## src/rtl/wm_pkg.sv

```systemverilog
// Shared phase codes and default thresholds/durations for the washing-machine controller and
// its phase monitor.
package wm_pkg;

  typedef enum logic [2:0] {
    PhIdle  = 3'd0,
    PhFill  = 3'd1,
    PhHeat  = 3'd2,
    PhWash  = 3'd3,
    PhRinse = 3'd4,
    PhSpin  = 3'd5,
    PhFault = 3'd6
  } phase_e;

  localparam int unsigned DefSensW       = 8;
  localparam int unsigned DefCntW        = 16;
  localparam int unsigned DefFullLevel   = 200;
  localparam int unsigned DefTargetTemp  = 60;
  localparam int unsigned DefDebounce    = 4;
  localparam int unsigned DefFillTimeout = 1000;
  localparam int unsigned DefHeatTimeout = 2000;
  localparam int unsigned DefWashCycles  = 500;
  localparam int unsigned DefRinseCycles = 300;
  localparam int unsigned DefSpinCycles  = 200;

endpackage

```

## src/rtl/wm_threshold_debounce.sv

```systemverilog
// Sticky threshold detector: sets after Debounce consecutive enabled samples at or above the
// threshold, holds until cleared.
module wm_threshold_debounce #(
  parameter int unsigned SensW    = 8,
  parameter int unsigned Debounce = 4
) (
  input  logic             clock,
  input  logic             reset,
  input  logic [SensW-1:0] sample_i,
  input  logic [SensW-1:0] threshold_i,
  input  logic             enable_i,
  input  logic             clear_i,
  output logic             hit_o,
  output logic             hit_next_o
);

  localparam int unsigned RunW = $clog2(Debounce + 1);

  logic [RunW-1:0] run_q, run_d;
  logic            hit_q, hit_d;

  always_comb begin
    run_d = run_q;
    hit_d = hit_q;
    if (clear_i) begin
      run_d = '0;
      hit_d = 1'b0;
    end else if (enable_i && !hit_q) begin
      if (sample_i >= threshold_i) begin
        run_d = run_q + 1'b1;
        hit_d = (run_q == RunW'(Debounce - 1));
      end else begin
        run_d = '0;
      end
    end
  end

  always_ff @(posedge clock) begin
    if (reset) begin
      run_q <= '0;
      hit_q <= 1'b0;
    end else begin
      run_q <= run_d;
      hit_q <= hit_d;
    end
  end

  assign hit_o      = hit_q;
  // Lets the watchdog see a hit landing on the same edge as its deadline.
  assign hit_next_o = hit_d;

endmodule

```

## src/rtl/wm_phase_monitor.sv

```systemverilog
// Decodes the controller's operation outputs into a phase, times it, and produces the debounced
// threshold, phase-completion and fill/heat watchdog levels the controller waits on.
module wm_phase_monitor
  import wm_pkg::*;
#(
  parameter int unsigned     SensW       = DefSensW,
  parameter int unsigned     CntW        = DefCntW,
  parameter logic [SensW-1:0] FullLevel  = SensW'(DefFullLevel),
  parameter logic [SensW-1:0] TargetTemp = SensW'(DefTargetTemp),
  parameter int unsigned     Debounce    = DefDebounce,
  parameter int unsigned     FillTimeout = DefFillTimeout,
  parameter int unsigned     HeatTimeout = DefHeatTimeout,
  parameter int unsigned     WashCycles  = DefWashCycles,
  parameter int unsigned     RinseCycles = DefRinseCycles,
  parameter int unsigned     SpinCycles  = DefSpinCycles
) (
  input  logic             clock,
  input  logic             reset,
  input  logic             fill_Water_Operation,
  input  logic             heat_Water_Operation,
  input  logic             wash_Operation,
  input  logic             rinse_Operation,
  input  logic             spin_Operation,
  input  logic             fault,
  input  logic [SensW-1:0] level_Sensor,
  input  logic [SensW-1:0] temp_Sensor,
  output logic             sig_Full,
  output logic             sig_Temperature,
  output logic             sig_Wash_Completed,
  output logic             sig_Rinse_Completed,
  output logic             sig_Spin_Completed,
  output logic             sig_Time_Out,
  output logic             op_Conflict,
  output logic [2:0]       phase,
  output logic [CntW-1:0]  phase_Count
);

  phase_e          phase_q, phase_d, dec_phase;
  logic [CntW-1:0] count_q, count_d;
  logic            conflict_q, conflict_d;
  logic            timeout_q, timeout_d;
  logic            wash_q, wash_d, rinse_q, rinse_d, spin_q, spin_d;
  logic            stay, fill_en, heat_en;
  logic            full_next, temp_next;
  logic [4:0]      ops;

  assign ops = {fill_Water_Operation, heat_Water_Operation, wash_Operation, rinse_Operation,
                spin_Operation};

  always_comb begin
    unique case (ops)
      5'b10000: dec_phase = PhFill;
      5'b01000: dec_phase = PhHeat;
      5'b00100: dec_phase = PhWash;
      5'b00010: dec_phase = PhRinse;
      5'b00001: dec_phase = PhSpin;
      default:  dec_phase = PhIdle;
    endcase
  end

  always_comb begin
    // Any fault or phase change restarts timer, debounce and every level output.
    stay       = !fault && (dec_phase == phase_q);
    phase_d    = fault ? PhIdle : dec_phase;
    count_d    = '0;
    if (stay) count_d = (count_q == '1) ? count_q : count_q + 1'b1;
    conflict_d = !fault && ((ops & (ops - 5'd1)) != 5'd0);
    fill_en    = stay && (phase_q == PhFill);
    heat_en    = stay && (phase_q == PhHeat);

    timeout_d = 1'b0;
    if (fill_en) begin
      timeout_d = timeout_q || ((count_q == CntW'(FillTimeout - 1)) && !full_next);
    end else if (heat_en) begin
      timeout_d = timeout_q || ((count_q == CntW'(HeatTimeout - 1)) && !temp_next);
    end

    wash_d  = stay && (phase_q == PhWash)
              && (wash_q || (count_q == CntW'(WashCycles - 1)));
    rinse_d = stay && (phase_q == PhRinse)
              && (rinse_q || (count_q == CntW'(RinseCycles - 1)));
    spin_d  = stay && (phase_q == PhSpin)
              && (spin_q || (count_q == CntW'(SpinCycles - 1)));
  end

  always_ff @(posedge clock) begin
    if (reset) begin
      phase_q    <= PhIdle;
      count_q    <= '0;
      conflict_q <= 1'b0;
      timeout_q  <= 1'b0;
      wash_q     <= 1'b0;
      rinse_q    <= 1'b0;
      spin_q     <= 1'b0;
    end else begin
      phase_q    <= phase_d;
      count_q    <= count_d;
      conflict_q <= conflict_d;
      timeout_q  <= timeout_d;
      wash_q     <= wash_d;
      rinse_q    <= rinse_d;
      spin_q     <= spin_d;
    end
  end

  wm_threshold_debounce #(
    .SensW    (SensW),
    .Debounce (Debounce)
  ) u_level_debounce (
    .clock       (clock),
    .reset       (reset),
    .sample_i    (level_Sensor),
    .threshold_i (FullLevel),
    .enable_i    (fill_en),
    .clear_i     (!fill_en),
    .hit_o       (sig_Full),
    .hit_next_o  (full_next)
  );

  wm_threshold_debounce #(
    .SensW    (SensW),
    .Debounce (Debounce)
  ) u_temp_debounce (
    .clock       (clock),
    .reset       (reset),
    .sample_i    (temp_Sensor),
    .threshold_i (TargetTemp),
    .enable_i    (heat_en),
    .clear_i     (!heat_en),
    .hit_o       (sig_Temperature),
    .hit_next_o  (temp_next)
  );

  assign sig_Wash_Completed  = wash_q;
  assign sig_Rinse_Completed = rinse_q;
  assign sig_Spin_Completed  = spin_q;
  assign sig_Time_Out        = timeout_q;
  assign op_Conflict         = conflict_q;
  assign phase               = phase_q;
  assign phase_Count         = count_q;

endmodule

```

## config.mk

```make
export PLATFORM = sky130hd
export DESIGN_NAME = wm_phase_monitor
export DESIGN_NICKNAME = d
export VERILOG_FILES = /design/src/rtl/wm_pkg.sv /design/src/rtl/wm_threshold_debounce.sv /design/src/rtl/wm_phase_monitor.sv
export SDC_FILE = /design/constraint.sdc
export NUM_CORES = 1
export LEC_CHECK = 0
export CAP_MARGIN = 20
export CORE_MARGIN = 4
export CORE_UTILIZATION = 30
export CTS_BUF_LIST = sky130_fd_sc_hd__clkbuf_16
export DETAILED_ROUTE_END_ITERATION = 10
export PLACE_DENSITY_LB_ADDON = 0.05
export SYNTH_ARGS = -nofsm -noshare
export SYNTH_HDL_FRONTEND = slang
export SYNTH_HIERARCHICAL = 1
export SYNTH_SLANG_ARGS = --single-unit
```

## constraint.sdc

```tcl
create_clock -name clock -period 2.6 [get_ports clock]
set_clock_uncertainty 0.2 [all_clocks]
set_input_delay 0.39 -clock clock [delete_from_list [all_inputs] [get_ports clock]]
set_output_delay 0.39 -clock clock [all_outputs]
set_load 0.02 [all_outputs]
```

==> insert_results.sql, run 1 <==
INSERT INTO impl_metrics (metric_group, metric, value, unit) VALUES
('run_status', 'run_status', 'finished clean', ''),
('floorplanning', 'io-pin-count', '50', ''),
('placement', 'postPlaceCellArea', '3020', 'sq um'),
('grt', 'grt_pass1_vias', '2108', ''),
('synth', 'syn-cell-area', '2210', 'sq um'),
('floorplanning', 'chipWidth', '93.8', 'um'),
('cts', 'cts_inserted_buffers', '5', ''),
('cells_and_area', 'layout.nets', '419', ''),
('setup_path', 'worst_r2r_src', 'phase[2]', ''),
('synth', 'yosysSeqAreaShare', '0.290', ''),
('cts', 'cts.sinks', '32', ''),
('placement', 'post_detail_place_hpwl', '4200', 'um'),
('sta', 'hold_viol', '0', ''),
('grt', 'grt_first_pass_wirelength', '9490', 'um'),
('floorplanning', 'fp.dieArea', '8800', 'sq um'),
('setup_path', 'cp_max_fo', '4', ''),
('grt', 'maximum_number_of_pins_on_one_net_before_global_route_repair', '18', ''),
('worst_hold_path', 'hold_class', 'flip-flop to flip-flop', ''),
('worst_hold_path', 'hold_path_startpoint', 'u_level_debounce/run_q[2]', ''),
('routing', 'routed_wl', '5660', 'um'),
('cells_and_area', 'final_cell_mix', '41 x sky130_fd_sc_hd__clkdlybuf4s50_1, 41 x sky130_fd_sc_hd__buf_4, 32 x sky130_fd_sc_hd__dfxtp_1', ''),
('cells_and_area', 'finish.utilization', '0.465', ''),
('routing', 'vias_per_cell', '4.64', ''),
('grt', 'globalRouteTotalUtil', '0.132', ''),
('cells_and_area', 'drive_gt1_frac', '0.216', ''),
('cts', 'clk_latency', '0.27', 'ns'),
('routing', 'drc', '0', ''),
('floorplanning', 'placement_rows', '31', ''),
('cts', 'cts_tree', 'done', ''),
('setup_path', 'nature_of_the_critical_path_endpoint', 'flip-flop', ''),
('synth', 'synth_cell_types', '50', ''),
('sta', 'max_clock_freq', '0.399', 'GHz'),
('cts', 'cts-root-buf', 'sky130_fd_sc_hd__clkbuf_16', ''),
('cells_and_area', 'area.growth.synth_to_final', '51.8', '%'),
('power', 'pwr_cell_area', '373', 'nW/um^2'),
('synth', 'synth.avg_cell_area', '8.18', 'sq um'),
('setup_path', 'worst-r2r-setup-slack', '0.25', 'ns'),
('setup_path', 'cp.arrival', '2.47', 'ns'),
('sta', 'timing.final.crit_period', '2.51', 'ns'),
('floorplanning', 'coreArea', '7210', 'sq um'),
('power', 'leakage', '1.37', 'nW'),
('grt', 'grt_overflow', '0', ''),
('cells_and_area', 'stdcell_area', '3350', 'sq um'),
('sta', 'rsz0062_at_grt', 'no', ''),
('routing', 'drt_iter0_drc', '77', ''),
('cells_and_area', 'final-instance-count-excl-fill', '474', ''),
('setup_path', 'worst-r2r-cell-count', '10', ''),
('synth', 'ys.warnings.count', '6', ''),
('sta', 'layout_worst_path_cycle_share', '0.965', ''),
('routing', 'detailed_route_via_count', '2201', ''),
('setup_path', 'crit_path_start_kind', 'input port', ''),
('cts', 'clockBufferDepth', '2', ''),
('routing', 'routedWlPerCell', '11.9', 'um'),
('sta', 'fin_setup_tns', '0', 'ns'),
('cells_and_area', 'fillcell_total', '753', ''),
('worst_hold_path', 'cells_on_worst_hold_path', '2', ''),
('routing', 'route.antenna.remaining_nets', '0', ''),
('synth', 'synthCells', '270', ''),
('worst_hold_path', 'min_to', 'u_level_debounce/run_q[2]', ''),
('synth', 'number_of_flops_mapped_to_enable_cells_by_yosys', '0', ''),
('placement', 'numPortBuffers', '49', ''),
('power', 'irDropWorstVdd', '0.000308', 'V'),
('cts', 'h-tree-depth', '2', ''),
('setup_path', 'timing_worst_setup_path_type', 'input port to flip-flop', ''),
('synth', 'ys_seq_elements', '32', ''),
('cts', 'worst_setup_hold_path_clk_slew', '0.05', 'ns'),
('floorplanning', 'die_y', '93.8', 'um'),
('flow_run', 'max_cap_violations', '0', ''),
('cells_and_area', 'diodes', '0', ''),
('placement', 'global_placement_routability_congestion', '0.803', ''),
('floorplanning', 'initial_utilization', '0.306', ''),
('sta', 'report.final.setup_viol', '0', ''),
('placement', 'place.detailed.instances', '447', ''),
('setup_path', 'worst-endpoint-required', '2.56', 'ns'),
('sta', 'timing_max_transition_violations_final', '0', ''),
('synth', 'async_reset_ff_frac', '0', ''),
('routing', 'drtPass1Iterations', '4', ''),
('cts', 'postCtsHoldBufs', '0', ''),
('synth', 'ys_flop_type', 'sky130_fd_sc_hd__dfxtp_1', ''),
('grt', 'antenna_found_initial', '0', ''),
('setup_path', 'worstReg2RegEnd', 'sig_Time_Out', '');
==> critical path, cell delays in order <==
cell                        delay, ns
sky130_fd_sc_hd__buf_6           0.10
sky130_fd_sc_hd__xnor2_1         0.11
sky130_fd_sc_hd__or4_4           0.54
sky130_fd_sc_hd__and4b_2         0.28
sky130_fd_sc_hd__a21oi_2         0.16
sky130_fd_sc_hd__a211oi_2        0.05
sky130_fd_sc_hd__or3_1           0.39
sky130_fd_sc_hd__nor3_2          0.15
sky130_fd_sc_hd__nor3_1          0.08
sky130_fd_sc_hd__a2111oi_2       0.21
==> cells in the mapped netlist (4+ instances only) <==
cell | count | area share
sky130_fd_sc_hd__a21oi_1 | 17 | 0.039
sky130_fd_sc_hd__nor2b_1 | 7 | 0.020
sky130_fd_sc_hd__o21ai_0 | 4 | 0.0091
sky130_fd_sc_hd__nor2_1 | 29 | 0.049
sky130_fd_sc_hd__inv_1 | 25 | 0.042
sky130_fd_sc_hd__dfxtp_1 | 32 | 0.29
sky130_fd_sc_hd__o41ai_1 | 4 | 0.016
sky130_fd_sc_hd__nand2_1 | 16 | 0.027
sky130_fd_sc_hd__a211oi_1 | 5 | 0.017
sky130_fd_sc_hd__ha_1 | 21 | 0.12
sky130_fd_sc_hd__buf_2 | 4 | 0.0091
sky130_fd_sc_hd__nor3_1 | 14 | 0.032
sky130_fd_sc_hd__nand4_1 | 4 | 0.011
sky130_fd_sc_hd__nor4_1 | 4 | 0.011
sky130_fd_sc_hd__nand3_1 | 5 | 0.011
sky130_fd_sc_hd__clkbuf_1 | 4 | 0.0068
sky130_fd_sc_hd__xnor2_1 | 17 | 0.067
sky130_fd_sc_hd__a32oi_1 | 4 | 0.016
==> power breakdown <==
group | internal [mW] | switching (mW) | total (mW)
logic | 0.110 | 0.0906 | 0.200
clock network | 0.347 | 0.205 | 0.552
registers | 0.494 | 0.00348 | 0.497
total | 0.951 | 0.299 | 1.25
==> how the worst max path moves through the flow <==
stage | from | end | slack, ns
floorplan | heat_Water_Operation | sig_Time_Out | -0.15
global placement | wash_Operation | sig_Time_Out | -0.53
finish | wash_Operation | sig_Time_Out | 0.09
detailed placement | wash_Operation | sig_Time_Out | -0.64
CTS | wash_Operation | sig_Time_Out | 0.0004
global route | wash_Operation | u_temp_debounce/run_q[2] | 0.009
==> state kept, by name, summed over array words and instances, names as in the netlist <==
signal	count
op_Conflict	1
phase	3
phase_Count	16
sig_Rinse_Completed	1
sig_Spin_Completed	1
sig_Time_Out	1
sig_Wash_Completed	1
u_level_debounce/hit_o	1
u_level_debounce/run_q	3
u_temp_debounce/hit_o	1
u_temp_debounce/run_q	3
==> kinds of logic after synthesis <==
family / count (synthesis) / synth area share
adders and majority gates: 22 / 0.124
AOI/OAI and AO/OA: 52 / 0.177
and+or+nand+nor: 108 / 0.266
xor gates and xnor gates: 18 / 0.0714
buffers and inverters: 36 / 0.0686
other: 2 / 0.00340
DFF: 32 / 0.290
==> through the flow <==
stage          setup slack (ns)  hold WS, ns  power (mW)
6_report                 0.0918        0.272        1.25
3_5_place_dp             -0.639        0.263       0.681
3_3_place_gp             -0.531        0.254       0.681
5_1_grt                 0.00907        0.309        1.31
4_1_cts                0.000357        0.276        1.26
2_1_floorplan            -0.152        0.231       0.604
==> final cells by class <==
type	count	area, sq um	share of cell area
clock inverters	3	13.8	0.00411
repair buffers	94	833	0.249
multi-input cells	216	1520	0.454
inverters	25	93.8	0.0280
flip-flops and latches	32	641	0.191
clock buffers	5	125	0.0373
well taps	99	124	0.0370
==> metal layers <==
metal / vias up / share of wire / global-route usage
met3: 4 / 0.032 / 0.0224
met4: 0 / 0.0074 / 0.0409
met2: 37 / 0.50 / 0.231
met5: - / 0 / 0
li1: 1162 / - / -
met1: 998 / 0.46 / 0.165
==> timing repair <==
item,4_1_cts,5_1_grt
cloned,0,0
setup buffers,16,3
gates resized for setup,39,4
endpoints found under the setup margin,21,4
pin swaps,21,6
(Power assumes the default switching activity.)
==> inputs of run 2 (changes only) <==
--- a/config.mk
+++ b/config.mk
@@ -6,10 +6,12 @@
 export NUM_CORES = 1
 export LEC_CHECK = 0
 export CAP_MARGIN = 20
+export CORE_ASPECT_RATIO = 1.1
 export CORE_MARGIN = 4
 export CORE_UTILIZATION = 30
 export CTS_BUF_LIST = sky130_fd_sc_hd__clkbuf_16
 export DETAILED_ROUTE_END_ITERATION = 10
+export GPL_TIMING_DRIVEN = 0
 export PLACE_DENSITY_LB_ADDON = 0.05
 export SYNTH_ARGS = -nofsm -noshare
 export SYNTH_HDL_FRONTEND = slang
==> insert_results.sql, run 2 (same netlist as run 1, synthesis figures left out) <==
INSERT INTO impl_metrics (metric_group, metric, value, unit) VALUES
('setup_path', 'worst-endpoint-required', '2.55', 'ns'),
('cts', 'worst_setup_hold_path_clk_slew', '0.05', 'ns'),
('routing', 'drt_iter0_drc', '50', ''),
('floorplanning', 'placement_rows', '32', ''),
('setup_path', 'worst_path_largest_cell_delay', '0.45', 'ns'),
('sta', 'timing_max_transition_violations_final', '0', ''),
('routing', 'drc', '0', ''),
('cts', 'clk_latency', '0.27', 'ns'),
('cells_and_area', 'diodes', '0', ''),
('sta', 'report.final.setup_viol', '0', ''),
('sta', 'hold_viol', '0', ''),
('cts', 'cts.sinks', '32', ''),
('routing', 'highest_layer', 'met4', ''),
('cells_and_area', 'largest_register_ff_count', '16', ''),
('routing', 'route.antenna.remaining_nets', '0', ''),
('sta', 'transition_at_the_pin_with_the_smallest_max_transition_slack', '0.604', 'ns'),
('sta', 'max_clock_freq', '0.400', 'GHz'),
('routing', 'drtPass1Iterations', '4', ''),
('grt', 'maximum_number_of_pins_on_one_net_before_global_route_repair', '11', ''),
('power', 'pwr_cell_area', '415', 'nW/um^2'),
('routing', 'wl_met3', '231', 'um'),
('sta', 'post-route-worst-setup-slack', '0.102', 'ns'),
('cells_and_area', 'drive_gt1_frac', '0.166', ''),
('grt', 'globalRouteTotalUtil', '0.125', ''),
('floorplanning', 'fp.dieArea', '8800', 'sq um'),
('cts', 'cts_tree', 'done', ''),
('power', 'irDropWorstVdd', '0.000227', 'V'),
('power', 'leakage', '1.28', 'nW'),
('worst_hold_path', 'hold_class', 'input port to flip-flop', ''),
('flow_run', 'max_cap_violations', '0', ''),
('routing', 'met2WireLength', '2550', 'um'),
('floorplanning', 'io-pin-count', '50', ''),
('run_status', 'run_status', 'finished clean', ''),
('floorplanning', 'coreArea', '7090', 'sq um'),
('routing', 'detailed_route_via_count', '2094', ''),
('setup_path', 'worst_path_most_repeated_cell', 'sky130_fd_sc_hd__buf_4', ''),
('floorplanning', 'chipWidth', '89.8', 'um'),
('routing', 'met1_length', '2510', 'um'),
('setup_path', 'nature_of_the_critical_path_endpoint', 'flip-flop', ''),
('routing', 'vias_per_cell', '4.82', ''),
('grt', 'grt_pass1_vias', '1946', ''),
('placement', 'place.detailed.instances', '415', ''),
('cells_and_area', 'final_cell_mix', '37 x sky130_fd_sc_hd__clkdlybuf4s50_1, 32 x sky130_fd_sc_hd__dfxtp_1, 27 x sky130_fd_sc_hd__nor2_1', ''),
('sta', 'timing.max_slew.rel_slack', '0.596', ''),
('sta', 'fin_setup_tns', '0', 'ns'),
('setup_path', 'timing_worst_setup_path_type', 'input port to flip-flop', ''),
('setup_path', 'cp_max_fo', '7', ''),
('cells_and_area', 'final-instance-count-excl-fill', '434', ''),
('setup_path', 'cp.arrival', '2.45', 'ns'),
('placement', 'pre_cts_slack', '-0.740', 'ns'),
('cts', 'clockBufferDepth', '2', ''),
('sta', 'timing.final.crit_period', '2.50', 'ns'),
('placement', 'numPortBuffers', '46', ''),
('cts', 'cts_inserted_buffers', '5', ''),
('floorplanning', 'initial_utilization', '0.312', ''),
('setup_path', 'worst_path_max_delay_cell', 'sky130_fd_sc_hd__or4_4', ''),
('cts', 'cts-root-buf', 'sky130_fd_sc_hd__clkbuf_16', ''),
('routing', 'routedWlPerCell', '12.3', 'um'),
('cts', 'h-tree-depth', '2', ''),
('cells_and_area', 'layout.nets', '393', ''),
('cells_and_area', 'area.growth.synth_to_final', '44.8', '%'),
('setup_path', 'series_of_cell_instances_along_the_critical_path', 'buf_4, xnor2_1, or4_4, buf_4, or4_4, inv_2, buf_4, buf_4, nand2b_4, nor2b_2, a32oi_1, o41ai_1', ''),
('grt', 'antenna_found_initial', '0', ''),
('routing', 'routed_wl', '5360', 'um'),
('floorplanning', 'die_y', '98.0', 'um'),
('sta', 'rsz0062_at_grt', 'yes', ''),
('grt', 'grt_first_pass_wirelength', '9070', 'um'),
('cells_and_area', 'layout.cells.most_common', 'sky130_fd_sc_hd__clkdlybuf4s50_1', ''),
('setup_path', 'crit_path_start_kind', 'input port', ''),
('placement', 'global_placement_routability_congestion', '0.769', ''),
('placement', 'post_detail_place_hpwl', '4110', 'um'),
('grt', 'grt_overflow', '0', ''),
('sta', 'layout_worst_path_cycle_share', '0.961', '');
run 2: changes by cell type in the layout (fill, tap and decap cells not counted), moves of 3 or more:
cell / change
sky130_fd_sc_hd__buf_4: -28
sky130_fd_sc_hd__dlymetal6s2s_1: +6
sky130_fd_sc_hd__buf_6: -6
sky130_fd_sc_hd__ha_1: -4
sky130_fd_sc_hd__clkdlybuf4s50_1: -4
sky130_fd_sc_hd__ha_4: +4
sky130_fd_sc_hd__buf_2: +3
sky130_fd_sc_hd__dlygate4sd2_1: -3
run 2: worst max-delay path, delay by kind of cell:
family / cells / cell delay (ns)
xor gates and xnor gates: 1 / 0.12
and+or+nand+nor: 4 / 1.12
AOI/OAI and AO/OA: 2 / 0.24
buffers and inverters: 5 / 0.58
run 2: repair_timing:
action	CTS	global route
hold buffers	0	0
resized for setup	17	22
setup endpoints to repair	21	9
setup buffers	5	7
pin swaps	12	25
endpoints found under the hold margin	0	0
run 2: power breakdown:
group | switching [mW] | total, mW | internal (mW) | leakage (nW)
clock | 0.208 | 0.654 | 0.446 | 0.0850
sequential | 0.00386 | 0.498 | 0.494 | 0.258
combinational | 0.0863 | 0.175 | 0.0891 | 0.933
run 2: per-stage QoR:
stage / total power, mW / area [sq um] / utilization / hold WS (ns)
3_5_place_dp: 0.663 / 2840 / 0.401 / 0.253
6_report: 1.33 / 3200 / 0.451 / 0.220
2_1_floorplan: 0.604 / 2270 / - / 0.231
4_1_cts: 1.33 / 3080 / 0.435 / 0.221
3_3_place_gp: 0.662 / 2840 / 0.401 / 0.252
5_1_grt: 1.40 / 3200 / 0.451 / 0.263
run 2: worst paths after layout:
check	startpoint	end	slack [ns]	cells after the start
setup / recovery	heat_Water_Operation	u_temp_debounce/run_q[2]	0.10	12
hold / removal	wash_Operation	op_Conflict	0.22	3
setup reg to reg	phase[2]	u_temp_debounce/run_q[2]	0.28	11
hold reg to reg	u_level_debounce/run_q[2]	u_level_debounce/run_q[2]	0.28	2
run 2: per-layer routing:
metal / track usage / up-vias
met4: 0.0425 / 0
met5: 0 / -
met2: 0.208 / 40
met1: 0.157 / 942
met3: 0.0339 / 5
li1: - / 1107
run 2: cell type report:
cell class                      instances  area [sq um]
Inverter                               25          93.8
Multi-Input combinational cell        216          1580
Clock inverter                          3          38.8
Fill cell                             728          3890
Clock buffer                            5           125
Timing Repair Buffer                   58           556
Buffer                                 10          55.1
Tap cell                               85           106
Sequential cell                        32           641
